**config.mk**
```make
export PLATFORM = sky130hd
export DESIGN_NAME = ifetch_queue_flat
export DESIGN_NICKNAME = d
export VERILOG_FILES = /design/src/rtl/ifetch_queue_if.sv /design/src/rtl/ifetch_queue.sv /design/src/flat_wrapper.sv
export SDC_FILE = /design/constraint.sdc
export NUM_CORES = 1
export LEC_CHECK = 0
export BUFFER_PORTS_ARGS = -buffer_cell sky130_fd_sc_hd__buf_4
export CORE_MARGIN = 2
export CORE_UTILIZATION = 30
export CTS_BUF_LIST = sky130_fd_sc_hd__clkbuf_4 sky130_fd_sc_hd__clkbuf_8 sky130_fd_sc_hd__clkbuf_16
export DETAILED_ROUTE_END_ITERATION = 16
export PLACE_DENSITY = 0.55
export SLEW_MARGIN = 20
export SYNTH_ARGS = -nofsm -noshare
export SYNTH_HDL_FRONTEND = slang
export SYNTH_SLANG_ARGS = --single-unit
```
**constraint.sdc**
```tcl
create_clock -name clk -period 6.79 [get_ports clk]
set_input_delay 0.679 -clock clk [delete_from_list [all_inputs] [get_ports clk]]
set_output_delay 0.679 -clock clk [all_outputs]
set_load 0.02 [all_outputs]
```
**src/rtl/ifetch_queue_if.sv**
```systemverilog
// rtl/ifetch_queue_if.sv - fetch request/response, redirect and decode handoff bundle
interface ifetch_queue_if;
   logic        mem_req_valid;
   logic [31:0] mem_req_addr;
   logic        mem_req_ready;
   logic        mem_resp_valid;
   logic [31:0] mem_resp_data;
   logic        redirect_valid;
   logic [31:0] redirect_pc;
   logic        id_valid;
   logic [31:0] id_inst;
   logic [31:0] id_pc4;
   logic        id_ready;

   modport master (
      output mem_req_valid, mem_req_addr, id_valid, id_inst, id_pc4,
      input  mem_req_ready, mem_resp_valid, mem_resp_data,
      input  redirect_valid, redirect_pc, id_ready
   );

   modport slave (
      input  mem_req_valid, mem_req_addr, id_valid, id_inst, id_pc4,
      output mem_req_ready, mem_resp_valid, mem_resp_data,
      output redirect_valid, redirect_pc, id_ready
   );
endinterface

```
**src/rtl/ifetch_queue.sv**
```systemverilog
// rtl/ifetch_queue.sv - instruction prefetch queue with redirect flush
module ifetch_queue #(
   parameter int          DEPTH    = 4,
   parameter logic [31:0] RESET_PC = 32'h0
) (
   input  logic           clk,
   input  logic           rst,
   ifetch_queue_if.master bus
);
   localparam int AW = (DEPTH > 1) ? $clog2(DEPTH) : 1;
   localparam int CW = $clog2(DEPTH + 1);

   typedef logic [CW-1:0] cnt_t;
   typedef logic [AW-1:0] ptr_t;

   localparam cnt_t        DEPTH_C = cnt_t'(DEPTH);
   localparam logic [CW:0] CREDITS = (CW + 1)'(DEPTH);

   logic [31:0] r_fetch_pc;
   logic [31:0] r_head_pc;
   cnt_t        r_count;
   cnt_t        r_inflight;
   cnt_t        r_drop_cnt;
   ptr_t        r_rd;
   ptr_t        r_wr;
   logic [31:0] r_buf [DEPTH];

   logic [CW:0] w_used;
   logic        w_req_valid;
   logic        w_accept;
   logic        w_resp;
   logic        w_drop;
   logic        w_push;
   logic        w_pop;
   logic        w_redirect;
   cnt_t        w_inflight_less_resp;

   // Credits cover both buffered and outstanding words, so a push never finds the buffer full.
   assign w_used      = {1'b0, r_count} + {1'b0, r_inflight};
   assign w_redirect  = bus.redirect_valid;
   assign w_req_valid = !rst && !w_redirect && (w_used < CREDITS);
   assign w_accept    = w_req_valid && bus.mem_req_ready;
   assign w_resp      = bus.mem_resp_valid;
   assign w_drop      = w_resp && (r_drop_cnt != '0);
   assign w_push      = !rst && w_resp && !w_drop && !w_redirect;
   assign w_pop       = (r_count != '0) && bus.id_ready && !w_redirect;

   assign w_inflight_less_resp = r_inflight - cnt_t'(w_resp);

   assign bus.mem_req_valid = w_req_valid;
   assign bus.mem_req_addr  = r_fetch_pc;
   assign bus.id_valid      = !rst && (r_count != '0);
   assign bus.id_inst       = rst ? 32'h0 : r_buf[r_rd];
   assign bus.id_pc4        = r_head_pc + 32'd4;

   always_ff @(posedge clk or posedge rst) begin
      if (rst) begin
         r_fetch_pc <= RESET_PC;
         r_head_pc  <= RESET_PC;
         r_count    <= '0;
         r_inflight <= '0;
         r_drop_cnt <= '0;
         r_rd       <= '0;
         r_wr       <= '0;
      end else if (w_redirect) begin
         // Everything still outstanding belongs to the old path and must be discarded on return.
         r_fetch_pc <= bus.redirect_pc;
         r_head_pc  <= bus.redirect_pc;
         r_count    <= '0;
         r_rd       <= '0;
         r_wr       <= '0;
         r_inflight <= w_inflight_less_resp;
         r_drop_cnt <= w_inflight_less_resp;
      end else begin
         if (w_accept) begin
            r_fetch_pc <= r_fetch_pc + 32'd4;
         end
         r_inflight <= r_inflight + cnt_t'(w_accept) - cnt_t'(w_resp);
         if (w_drop) begin
            r_drop_cnt <= r_drop_cnt - cnt_t'(1);
         end
         if (w_push) begin
            r_wr <= r_wr + ptr_t'(1);
         end
         if (w_pop) begin
            r_rd      <= r_rd + ptr_t'(1);
            r_head_pc <= r_head_pc + 32'd4;
         end
         r_count <= r_count + cnt_t'(w_push) - cnt_t'(w_pop);
      end
   end

   always_ff @(posedge clk) begin
      if (w_push) begin
         r_buf[r_wr] <= bus.mem_resp_data;
      end
   end

   a_resp_has_request: assert property (@(posedge clk) disable iff (rst)
      bus.mem_resp_valid |-> (r_inflight != '0))
      else $fatal(1, "ifetch_queue: response with nothing outstanding");

   a_push_not_full: assert property (@(posedge clk) disable iff (rst)
      w_push |-> (r_count != DEPTH_C))
      else $fatal(1, "ifetch_queue: push into full buffer");
endmodule

```
**src/flat_wrapper.sv**
```systemverilog
// flat-port wrapper written by rule: the top's interface ports become plain ports
module ifetch_queue_flat 
#(
   parameter int          DEPTH    = 4,
   parameter logic [31:0] RESET_PC = 32'h0
)
  (clk, rst, bus_mem_req_valid, bus_mem_req_addr, bus_id_valid, bus_id_inst, bus_id_pc4, bus_mem_req_ready, bus_mem_resp_valid, bus_mem_resp_data, bus_redirect_valid, bus_redirect_pc, bus_id_ready);
  ifetch_queue_if bus_i ();
  input  logic clk;
  input  logic rst;
  output wire logic [$bits(bus_i.mem_req_valid)-1:0] bus_mem_req_valid;
  output wire logic [$bits(bus_i.mem_req_addr)-1:0] bus_mem_req_addr;
  output wire logic [$bits(bus_i.id_valid)-1:0] bus_id_valid;
  output wire logic [$bits(bus_i.id_inst)-1:0] bus_id_inst;
  output wire logic [$bits(bus_i.id_pc4)-1:0] bus_id_pc4;
  input wire logic [$bits(bus_i.mem_req_ready)-1:0] bus_mem_req_ready;
  input wire logic [$bits(bus_i.mem_resp_valid)-1:0] bus_mem_resp_valid;
  input wire logic [$bits(bus_i.mem_resp_data)-1:0] bus_mem_resp_data;
  input wire logic [$bits(bus_i.redirect_valid)-1:0] bus_redirect_valid;
  input wire logic [$bits(bus_i.redirect_pc)-1:0] bus_redirect_pc;
  input wire logic [$bits(bus_i.id_ready)-1:0] bus_id_ready;
  assign bus_mem_req_valid = bus_i.mem_req_valid;
  assign bus_mem_req_addr = bus_i.mem_req_addr;
  assign bus_id_valid = bus_i.id_valid;
  assign bus_id_inst = bus_i.id_inst;
  assign bus_id_pc4 = bus_i.id_pc4;
  assign bus_i.mem_req_ready = bus_mem_req_ready;
  assign bus_i.mem_resp_valid = bus_mem_resp_valid;
  assign bus_i.mem_resp_data = bus_mem_resp_data;
  assign bus_i.redirect_valid = bus_redirect_valid;
  assign bus_i.redirect_pc = bus_redirect_pc;
  assign bus_i.id_ready = bus_id_ready;
  ifetch_queue #(.DEPTH(DEPTH), .RESET_PC(RESET_PC)) u_core (.clk(clk), .rst(rst), .bus(bus_i));
endmodule
```
==> results of run 1 <==
worst max-delay path, cell delays in order, from the launching register on:
cell and delay, ns:
dfrtp_1 0.44, ha_1 0.25, nand3_1 0.22, nor2_1 0.42, nand3_1 0.27, nor2_1 0.19, xor2_1 0.16, buf_4 0.16
registers in the layout, summed over array words and instances, names as in the netlist:
name	flops
u_core.r_wr	2
u_core.r_inflight	3
u_core.r_buf	128
u_core.r_drop_cnt	3
u_core.bus.mem_req_addr	32
u_core.r_head_pc	32
u_core.r_rd	2
u_core.r_count	3
metrics by stage:
| step | utilization | hold WS, ns | power, mW |
|---|---|---|---|
| floorplan | - | 0.4862 | 2.062 |
| global placement | 0.3568 | 0.5173 | 2.360 |
| detailed placement | 0.3568 | 0.5218 | 2.368 |
| CTS | 0.3780 | 0.2919 | 3.510 |
| global route | 0.3780 | 0.3078 | 3.641 |
| finish | 0.3781 | 0.2740 | 3.457 |
layout make-up:
type                            count  area share
Sequential cell                   205      0.4813
Multi-Input combinational cell    479      0.3027
Timing Repair Buffer              175      0.1095
Clock buffer                       25     0.04924
Tap cell                          402     0.04194
Inverter                           26    0.008346
Clock inverter                     15    0.006781
Antenna cell                        1   0.0002087
placed cells by master, fill, tap and decap left out, types with 10 or more instances in the layout:
master and count:
nand3_1 22, and2_1 39, ha_1 16, nand2_1 71, xnor2_1 41, buf_4 175
xor2_1 31, nand4_1 31, o311ai_0 10, clkbuf_16 23, o21ai_0 48, and3_1 10
dfrtp_1 76, nor3_1 13, mux4_2 32, nor2_1 42, edfxtp_1 128, inv_1 23
per-layer routing:
metal,up-vias,GRT usage
met5,-,0
met4,2,0.03872
met3,34,0.02991
met2,165,0.2392
met1,3227,0.2047
li1,3084,-
power breakdown:
part | internal (mW) | switching [mW] | leakage [nW] | total, mW
Combinational | 0.371 | 0.437 | 2.12 | 0.809
Clock | 0.627 | 0.500 | 0.333 | 1.13
Sequential | 1.41 | 0.110 | 2.09 | 1.52
Total | 2.41 | 1.05 | 4.54 | 3.46
cells by family (layout without fill, tap and decap cells):
group,Yosys count,in the layout,synth area share
simple gates,258,258,0.1434
fa+ha+maj,18,18,0.02480
xor+xnor,72,72,0.06509
mux,40,40,0.08356
flops,205,205,0.5956
compound gates,91,91,0.05734
buf+inv,66,241,0.03022
other cells,0,1,0
synthesized netlist by cell type (3+ instances only):
library cell | instances | area (µm²)
buf_2 | 5 | 25.02
edfxtp_1 | 128 | 3844
nand2_1 | 71 | 266.5
o211ai_1 | 9 | 67.56
buf_6 | 3 | 33.78
a21oi_1 | 7 | 35.03
and2_1 | 39 | 244.0
nand4_1 | 31 | 193.9
xnor2_1 | 41 | 359.1
clkbuf_1 | 25 | 93.84
dfrtp_1 | 77 | 1927
xor2_1 | 31 | 271.5
nand3_1 | 22 | 110.1
nor2_1 | 42 | 157.7
nor3_1 | 13 | 65.06
a31oi_1 | 7 | 43.79
nand2b_1 | 3 | 18.77
o21ai_0 | 48 | 240.2
o311ai_0 | 10 | 87.58
a31o_2 | 3 | 26.28
and3_1 | 10 | 62.56
ha_1 | 16 | 200.2
or4_1 | 3 | 22.52
buf_4 | 4 | 30.03
mux4_2 | 32 | 720.7
a21boi_0 | 4 | 30.03
nor4_1 | 4 | 25.02
mux2_2 | 7 | 78.83
or2_2 | 3 | 18.77
inv_1 | 24 | 90.09
and4_1 | 3 | 26.28
final timing paths:
kind / endpoint / slack, ns / depth (start not counted)
worst max-delay path: bus_id_pc4[28] / 3.51 / 7
worst min-delay path: u_core.r_inflight[2] / 0.27 / 2
min in group clk: u_core.r_buf[0][19] / 0.36 / 1
worst max register to register: u_core.r_inflight[2] / 3.66 / 9
worst min register to register: u_core.r_head_pc[0] / 0.52 / 2
max in group asynchronous: u_core.r_head_pc[24] / 5.31 / 3
==> summary.txt, run 1 <==
Worst setup path
  • CP startpoint kind: register
  • R2r startpoint: u_core.r_count[2]
  • Setup Crit Path Kind: reg -> out
  • CP Capture Type: output pin
  • Arrival time worst endpoint: 2.60 ns
  • Worst Path Required: 6.11 ns
  • Crit Path Max Fanout: 6
  • Critical path origin: u_core.r_head_pc[2]

Clock tree
  • CTS clk-pin slew, worst paths: 0.06 ns
  • Worst-Skew Late Latency: 0.51 ns
  • Post-CTS sizing: 0
  • H-Tree Level Count: 1
  • Post-CTS setup repair buffer count: 0
  • Clock Tree Root: clkbuf_16
  • Post-CTS Hold Fix Bufs: 0
  • Clock sink count: 205
  • CTS max path bufs: 3
  • CTS Buf Count: 23
  • CTS tree: done

Detailed routing
  • Top sig layer: met5
  • Vias: 6512
  • DRC violation count after routing: 0
  • Antenna-violating nets left: 0
  • Wire length on met3: around 1.4 mm
  • Vias per Instance: 4.904
  • Routed WL: 25.14 mm
  • Metal2 WL: between 10 and 15 mm
  • First-pass DRT Iterations: 5
  • WL/cell: 18.93 µm
  • DR iter-0 viols: ~330
  • Met1 wire length: 11.20 mm

Timing
  • Hold Vio Cnt, Final: 0
  • Slew @ Worst Pin: 1.094 ns
  • Max Slew Vio Count: 0
  • Final period util: 0.4834
  • Unrepaired setup endpoints after global routing: false
  • Setup violators final: 0
  • Relative slew margins: 0.2682
  • Setup_tns: 0 ns
  • Fmax achieved: 0.3047 GHz
  • Clk_skew: 0.02105 ns
  • Tmin final: about 3.3 ns
  • Final worst slack: 3.508 ns

Die
  • Die Wd: 183.7 µm
  • Site row count: 65
  • Die area: 33750 µm²
  • Core area: 31720 µm²
  • Io pins: about 170
  • Die Y: 183.7 µm
  • Starting density of the core: 0.3054

Placement
  • GPL Wtd Cong: 0.8446
  • Pre-CTS setup slack: 3.078 ns
  • Post-placement cell count: about 1300
  • Buffers on Ports: 167
  • Placed Area: ~11000 µm²
  • Detailed Place HPWL: 16.98 mm

Min path
  • Worst hold-check path type: in -> async

Final layout
  • P&R area growth vs syn: 23.79%
  • Fill cells: 3128
  • Final Non-Filler Cells: 1328
  • Multi-input logic area: 3630 µm²
  • Register area: 5772 µm²
  • Final Cell Area: ~12000 µm²
  • Share of cells above drive strength 1: 0.2908
  • Final net count: around 1000

Global route
  • First-pass GRT wire length: 38.72 mm
  • Antenna violations before repair: 2
  • Largest net degree at the start of global routing: 80
  • Total track usage: 0.1484
  • Number of global-route vias before repair: 6553
  • Total gr overflow: 0

Synth
  • Syn_area_per_cell: 12.92 µm²
  • Yosys warnings: 0
  • Register area share after synthesis: 0.5956
  • Yosys cell types: 49
  • Post-synth EDFFs: 128
  • Cell count after synthesis: 750
  • Mapped Area: 9688 µm²
  • Asr flop ratio synth: 0.3756
  • Flops & latches, synth: 205
  • Top FF cell, synth: edfxtp_1
  • Post-Syn Nets: 838

Power
  • Pwr per Cell Area: roughly 290 nW/µm²
  • Leak Pwr: 4.543 nW
  • VDD IR-drop max: 224.5 µV

Run status
  • Outcome: completed

Job
  • Max-Cap Viols: 0
Power figures use the tool's default switching activity.
==> run 2: changes to the inputs <==
PLACE_DENSITY = 0.57   (was 0.55)
clock period = 2.7 ns   (was 6.79 ns; I/O delays follow)
==> run 2 against run 1 <==
- via count up 3.9%
- critical path depth unchanged
- sequential power grew to 2.5 times the previous value
- non-clock buffer count increased by 56
- critical path type unchanged
- highest routed layer is now met4
==> summary.txt, run 2 (synthesis gave the netlist of run 1 again) <==
Global route
  • Total track usage: 0.1522 (+0.003754)
  • First-pass GRT wire length: 39.54 mm (+2.1%)
  • Number of global-route vias before repair: 6612 (+0.90%)
  • Largest net degree at the start of global routing: 47 (-41%)
  • Antenna violations before repair: 0 (-2)
  • Total gr overflow: 0 (unchanged)

Clock tree
  • CTS max path bufs: 3 (unchanged)
  • Clock sink count: 205 (unchanged)
  • CTS clk-pin slew, worst paths: 0.06 ns (about the same)
  • Clock Tree Root: clkbuf_16
  • Worst-Skew Late Latency: 0.53 ns (+0.02 ns)
  • CTS Buf Count: 24 (+4.3%)
  • H-Tree Level Count: 1 (unchanged)
  • CTS tree: done

Detailed routing
  • WL/cell: 18.77 µm (-0.84%)
  • DRC violation count after routing: 0 (unchanged)
  • DR iter-0 viols: 417 (+26%)
  • Vias: 6767 (+3.9%)
  • Vias per Instance: 4.893 (-0.22%)
  • First-pass DRT Iterations: 4 (-1)
  • Routed WL: 25.96 mm (+3.3%)
  • Antenna-violating nets left: 0 (unchanged)

Final layout
  • Most flops, register: u_core.r_buf
  • Commonest non-fill, non-tap cells in the layout: 192 x buf_4, 128 x edfxtp_1, 74 x dfrtp_1
  • Fill cells: 3053 (-2.4%)
  • Share of cells above drive strength 1: 0.3028 (+0.01194)
  • Max reg flops: 128 (unchanged)
  • Ant. Diodes: 0 (-1)
  • P&R area growth vs syn: 30.49%
  • Fin util: 0.3986 (+0.02047)
  • Final net count: 1055 (+5.7%)
  • Final Non-Filler Cells: 1383 (+4.1%)
  • Commonest non-fill, non-tap cell in the layout: buf_4

Placement
  • Post-placement cell count: 1302 (+1.2%)
  • Pre-CTS setup slack: 0.3469 ns (-2.731 ns)
  • Detailed Place HPWL: 17.55 mm (+3.4%)
  • GPL Wtd Cong: 0.8542 (+1.1%)
  • Buffers on Ports: 167 (unchanged)

Timing
  • Hold Vio Cnt, Final: 0 (unchanged)
  • Relative slew margins: 0.5044 (+0.2362)
  • Unrepaired setup endpoints after global routing: true
  • Max Slew Vio Count: 0 (unchanged)
  • Fin Hold WS: 0.03236 ns (-0.2416 ns)
  • Setup_tns: 0 ns (unchanged)
  • Setup violators final: 0 (unchanged)
  • Final period util: 0.9665
  • Fmax achieved: ~0.38 GHz
  • Final worst slack: 0.09052 ns (-3.417 ns)
  • Tmin final: about 2.6 ns
  • Slew @ Worst Pin: 0.7427 ns (-0.3511 ns)
  • Clk_skew: 0.01694 ns (-0.004105 ns)

Power
  • VDD IR-drop max: 441.0 µV (+96%)
  • Leak Pwr: 4.842 nW (+6.6%)
  • Pwr per Cell Area: 719.0 nW/µm² (+150%)

Worst setup path
  • CP startpoint kind: register
  • Slowest stage delay, CP: 0.41 ns (-0.03 ns)
  • Delay-heaviest family, CP: simple AND/OR/NAND/NOR gates
  • Worst Path Required: 2.43 ns (-3.68 ns)
  • Setup Crit Path Kind: reg -> out
  • CP Capture Type: output pin
  • Crit-path cells: ha_2 -> nand3_4 -> or2_4 -> nor2_1 -> and3_1 -> xor2_1 -> buf_4
  • Slowest CP cell: dfrtp_1
  • Arrival time worst endpoint: 2.34 ns (-0.26 ns)
  • Crit Path Max Fanout: 6 (unchanged)
  • Crit path buf inv count: 1 (unchanged)

Job
  • Max-Cap Viols: 0 (unchanged)

Die
  • Starting density of the core: 0.3054 (unchanged)
  • Core area: 31720 µm² (unchanged)
  • Io pins: 168 (unchanged)
  • Die area: 33750 µm² (unchanged)
  • Die Wd: 183.7 µm (unchanged)
  • Die Y: 183.7 µm (unchanged)
  • Site row count: 65 (unchanged)

Min path
  • Worst hold-check path type: in -> reg

Run status
  • Outcome: completed
-- run 2: changes by cell type in the layout (fill, tap and decap cells not counted), moves of 2 or more --
cell           before  now
and3_1             10    8
buf_4             175  192
clkbuf_4            2    4
clkinv_2            6    4
clkinvlp_4          2    0
dfrtp_1            76   74
dfrtp_2             1    3
dlygate4sd3_1       0   38
nor2_1             42   40
-- run 2: layout make-up --
| type | count | area, µm² | area share |
|---|---|---|---|
| clock inverters | 11 | 98.84 | 0.007819 |
| flip-flops and latches | 205 | 5774 | 0.4568 |
| clock buffers | 29 | 644.4 | 0.05097 |
| repair buffers | 231 | 1842 | 0.1457 |
| multi-input cells | 479 | 3680 | 0.2911 |
| inverters | 26 | 100.1 | 0.007918 |
| well taps | 402 | 503.0 | 0.03979 |
-- run 2: report_power, final --
| group | internal (mW) | switching (mW) |
|---|---|---|
| logic | 1.04 | 1.15 |
| registers | 3.55 | 0.285 |
| clock network | 1.79 | 1.28 |
-- run 2: final timing paths --
path | startpoint | end | cells after the start | slack [ns]
setup reg to reg | u_core.r_inflight[2] | u_core.bus.mem_req_addr[13] | 8 | 0.50
max in group asynchronous | rst | u_core.r_head_pc[4] | 4 | 1.68
hold reg to reg | u_core.r_head_pc[0] | u_core.r_head_pc[0] | 2 | 0.52
hold / removal | bus_redirect_pc[5] | u_core.r_head_pc[5] | 2 | 0.03
min in group asynchronous | rst | u_core.r_inflight[0] | 4 | 0.45
setup / recovery | u_core.r_head_pc[3] | bus_id_pc4[16] | 7 | 0.09
-- run 2: metrics by stage --
stage,cell area (µm²),total power [mW]
floorplan,9689,5.186
global placement,11440,6.022
detailed placement,11450,6.046
CTS,12610,9.223
global route,12640,9.571
finish,12640,9.090
-- run 2: worst reg2reg max path, stage by stage (launching register included) --
cell     delay, ns
dfrtp_1       0.42
ha_1          0.25
nor4_4        0.30
nand4_2       0.15
inv_2         0.10
buf_4         0.24
nand3_1       0.19
xnor2_1       0.17
mux2_2        0.26
-- run 2: repair_timing --
item	in CTS	in global routing
endpoints found under the hold margin	172	0
hold buffers	38	0
pin swaps	1	2
setup buffers	1	2
gates cloned	0	0
gates resized for setup	8	7
setup endpoints to repair	14	13
-- run 2: metal layers --
layer	track usage	routed length [µm]	vias up
met1	0.2183	12090	3392
met5	0	0	-
li1	-	-	3196
met3	0.02655	1281	28
met4	0.03552	456	0
met2	0.2405	12140	151
==> run 3: changes to the inputs <==
ABC_AREA = 1   (was default)
PLACE_DENSITY = 0.56   (was 0.57)
==> run 3 against run 2 <==
- register-to-register slack about the same
- global-route usage increased by 1.5 points
- synthesized area increased by 7.3%
- critical endpoint is now bus_id_pc4[20]
- largest power group unchanged
==> summary.txt, run 3 <==
Run status
  • Outcome: completed

Power
  • Combinational share of power: 0.318 (+0.077)
  • Total power: 10.42 mW (+15%)
  • Pwr per Cell Area: 783.9 nW/µm² (+9.0%)
  • Sw frac: 0.3612 (+0.06346)
  • Cell Int Power: 6.658 mW (+4.3%)
  • Clock share of power: 0.292 (-0.045)
  • Net Sw Power: 3.765 mW (+39%)
  • Leak Pwr: 5.543 nW (+14%)
  • VDD IR-drop max: 435.1 µV (-1.3%)
  • Register share of total power: 0.391 (-0.031)

Synth
  • Most instantiated library cell after synthesis: nand2_1
  • Synth area leader: edfxtp_1
  • Asr flop ratio synth: 0.3756 (unchanged)
  • Simple-Gate Fraction of Synth Area: 0.2798 (+0.1365)
  • Yosys cell types: 40 (-18%)
  • Syn_area_per_cell: 8.896 µm² (-31%)
  • Top FF cell, synth: edfxtp_1
  • Register area share after synthesis: 0.5549 (-0.04077)
  • Largest family of logic cells by synthesized area: simple AND/OR/NAND/NOR gates
  • Cell count after synthesis: 1169 (+56%)
  • Post-synth EDFFs: 128 (unchanged)
  • Top cells by count, synth: 316 x nand2_1, 214 x nor2_1, 128 x edfxtp_1, 77 x dfrtp_1, 75 x o21ai_0
  • Multiplexer share of the synthesized area: 0 (-0.08356)
  • Top post-synthesis cells by area: edfxtp_1 37%, dfrtp_1 19%, nand2_1 11%
  • Synth top area share: 0.3696 (-0.02716)
  • Synth Area in Compound Gates: 0.06797 (+0.01063)
  • Yosys warnings: 0 (unchanged)
  • Post-Synth XOR/XNOR Area: 0.02454 (-0.04055)
  • Mapped Area: 10400 µm² (+7.3%)
  • Post-Synth Adder-Cell Area: 0.02310 (-0.001697)
  • Post-Syn Nets: 1257 (+50%)
  • Flops & latches, synth: 205 (unchanged)

Die
  • Core area: 34370 µm² (+8.4%)
  • Starting density of the core: 0.3026 (-0.002881)
  • Site row count: 68 (+4.6%)
  • Die Y: 190.2 µm (+3.5%)
  • Die Wd: 190.2 µm (+3.5%)
  • Die area: 36170 µm² (+7.2%)
  • Io pins: 168 (unchanged)

Detailed routing
  • First-pass DRT Iterations: 8 (+4)
  • WL/cell: 16.31 µm (-13%)
  • Antenna-violating nets left: 0 (unchanged)
  • DR iter-0 viols: 632 (+52%)
  • Vias per Instance: 4.625 (-5.5%)
  • DRC violation count after routing: 0 (unchanged)
  • Vias: 8515 (+26%)
  • Routed WL: 30.03 mm (+16%)

Placement
  • Placed Area: 12180 µm² (+6.4%)
  • Pre-CTS setup slack: 0.5039 ns (+0.1569 ns)
  • Detailed Place HPWL: 20.80 mm (+19%)
  • Buffers on Ports: 167 (unchanged)
  • Post-placement cell count: 1761 (+35%)
  • GPL Wtd Cong: 0.9094 (+6.5%)

Timing
  • Setup_tns: 0 ns (unchanged)
  • Fmax achieved: 0.4036 GHz (+5.3%)
  • Hold Vio Cnt, Final: 0 (unchanged)
  • Max Slew Vio Count: 0 (unchanged)
  • Setup violators final: 0 (unchanged)
  • Final period util: 0.9176 (-0.04883)
  • Final worst slack: 0.2224 ns (+0.1318 ns)
  • Relative slew margins: 0.5396 (+0.03524)
  • Unrepaired setup endpoints after global routing: false
  • Tmin final: 2.478 ns (-0.1318 ns)
  • Fin Hold WS: 0.01866 ns (-0.01370 ns)
  • Slew @ Worst Pin: 0.6906 ns (-0.05207 ns)
  • Clk_skew: 0.005172 ns (-0.01177 ns)

Final layout
  • Fill cells: 3488 (+14%)
  • Final net count: 1456 (+38%)
  • Share of cells above drive strength 1: 0.2056 (-0.09712)
  • P&R area growth vs syn: 27.85%
  • Commonest non-fill, non-tap cell in the layout: nand2_1
  • Fin util: 0.3868 (-0.01175)
  • Final Cell Area: 13300 µm² (+5.2%)
  • Max reg flops: 128 (unchanged)
  • Final Non-Filler Cells: 1841 (+33%)
  • Most flops, register: u_core.r_buf
  • Commonest non-fill, non-tap cells in the layout: 316 x nand2_1, 209 x nor2_1, 175 x buf_4
  • Ant. Diodes: 0 (unchanged)

Clock tree
  • CTS max path bufs: 3 (unchanged)
  • Worst-Skew Late Latency: 0.52 ns (about the same)
  • CTS clk-pin slew, worst paths: 0.06 ns (about the same)
  • Clock sink count: 205 (unchanged)
  • Post-CTS setup repair buffer count: 0 (-1)
  • H-Tree Level Count: 1 (unchanged)
  • Clock Tree Root: clkbuf_16
  • CTS Buf Count: 24 (unchanged)
  • CTS tree: done

Worst setup path
  • Worst Path Required: 2.43 ns (about the same)
  • Slowest CP cell: dfrtp_1
  • Crit Path Max Fanout: 5 (-1)
  • Slowest stage delay, CP: 0.44 ns (+0.03 ns)
  • Crit-path cells: ha_1 -> nand3_2 -> inv_2 -> nand2_4 -> nor2_8 -> nand3_1 -> and2_1 -> buf_4
  • CP startpoint kind: register
  • Setup Crit Path Kind: reg -> out
  • Arrival time worst endpoint: 2.21 ns (-0.13 ns)
  • CP Capture Type: output pin

Min path
  • Worst hold-check path type: in -> reg

Global route
  • Total gr overflow: 0 (unchanged)
  • First-pass GRT wire length: 47.29 mm (+20%)
  • Total track usage: 0.1668 (+0.01465)
  • Number of global-route vias before repair: 8532 (+29%)
  • Antenna violations before repair: 1 (+1)
  • Largest net degree at the start of global routing: 65 (+38%)

Job
  • Max-Cap Viols: 0 (unchanged)
[run 3: cell types whose count changed after synthesis, sizes merged, moves of 34 or more]
cell / change
and2: -35
xnor2: -34
nor2: +196
nand2: +261
inv: +44
nand3: +51
[run 3: worst max-delay path, delay by kind of cell (launching register included)]
kind                     cells  cell delay (ns)
buffers and inverters        2             0.26
flip-flops                   1             0.44
adder cells (fa/ha/maj)      1             0.29
AND/OR/NAND/NOR              5             0.70
[run 3: cell type report]
type	instances	area, µm²	area share
Inverter	74	285.3	0.02145
Timing Repair Buffer	217	1785	0.1343
Clock buffer	27	623.1	0.04686
Tap cell	455	569.3	0.04282
Clock inverter	17	118.9	0.008939
Sequential cell	205	5772	0.4341
Multi-Input combinational cell	846	4143	0.3116
[run 3: path summary, 6_finish.rpt]
check | start | endpoint | slack [ns] | cells past startpoint
max | u_core.r_head_pc[2] | bus_id_pc4[20] | 0.22 | 8
min | bus_redirect_pc[31] | u_core.bus.mem_req_addr[31] | 0.02 | 3
max in group asynchronous | rst | u_core.r_rd[0] | 1.62 | 4
min in group asynchronous | rst | u_core.r_head_pc[0] | 0.45 | 4
max reg2reg | u_core.r_count[1] | u_core.r_count[2] | 0.50 | 11
min reg2reg | u_core.r_head_pc[1] | u_core.r_head_pc[1] | 0.47 | 2
[run 3: repair_timing]
item                                    CTS  global route
endpoints found under the hold margin   161             0
gates resized for setup                   0             2
endpoints found under the setup margin    0             3
hold buffers                             36             0
[run 3: per-layer routing]
| metal | GRT usage | routed length [µm] | vias to the layer above |
|---|---|---|---|
| met5 | 0 | 16 | - |
| met4 | 0.05128 | 891 | 2 |
| met3 | 0.02915 | 1649 | 47 |
| met2 | 0.2782 | 13890 | 246 |
| met1 | 0.2212 | 13580 | 4000 |
| li1 | - | - | 4220 |
[run 3: logic make-up after synthesis]
kind of cell / count (synthesis)
AOI/OAI and AO/OA: 132
DFF: 205
buffers and inverters: 118
and+or+nand+nor: 672
adders and majority gates: 18
xor gates and xnor gates: 24
[run 3: power by group through the flow]
stage                     logic [mW]  registers [mW]  clock network (mW)
after floorplan                 2.03            4.11                   0
after global placement          3.27            4.12                   0
after detailed placement        3.31            4.12                   0
after CTS                       3.37            4.06                3.12
after global routing            3.70            4.12                3.25
final                           3.31            4.07                3.04
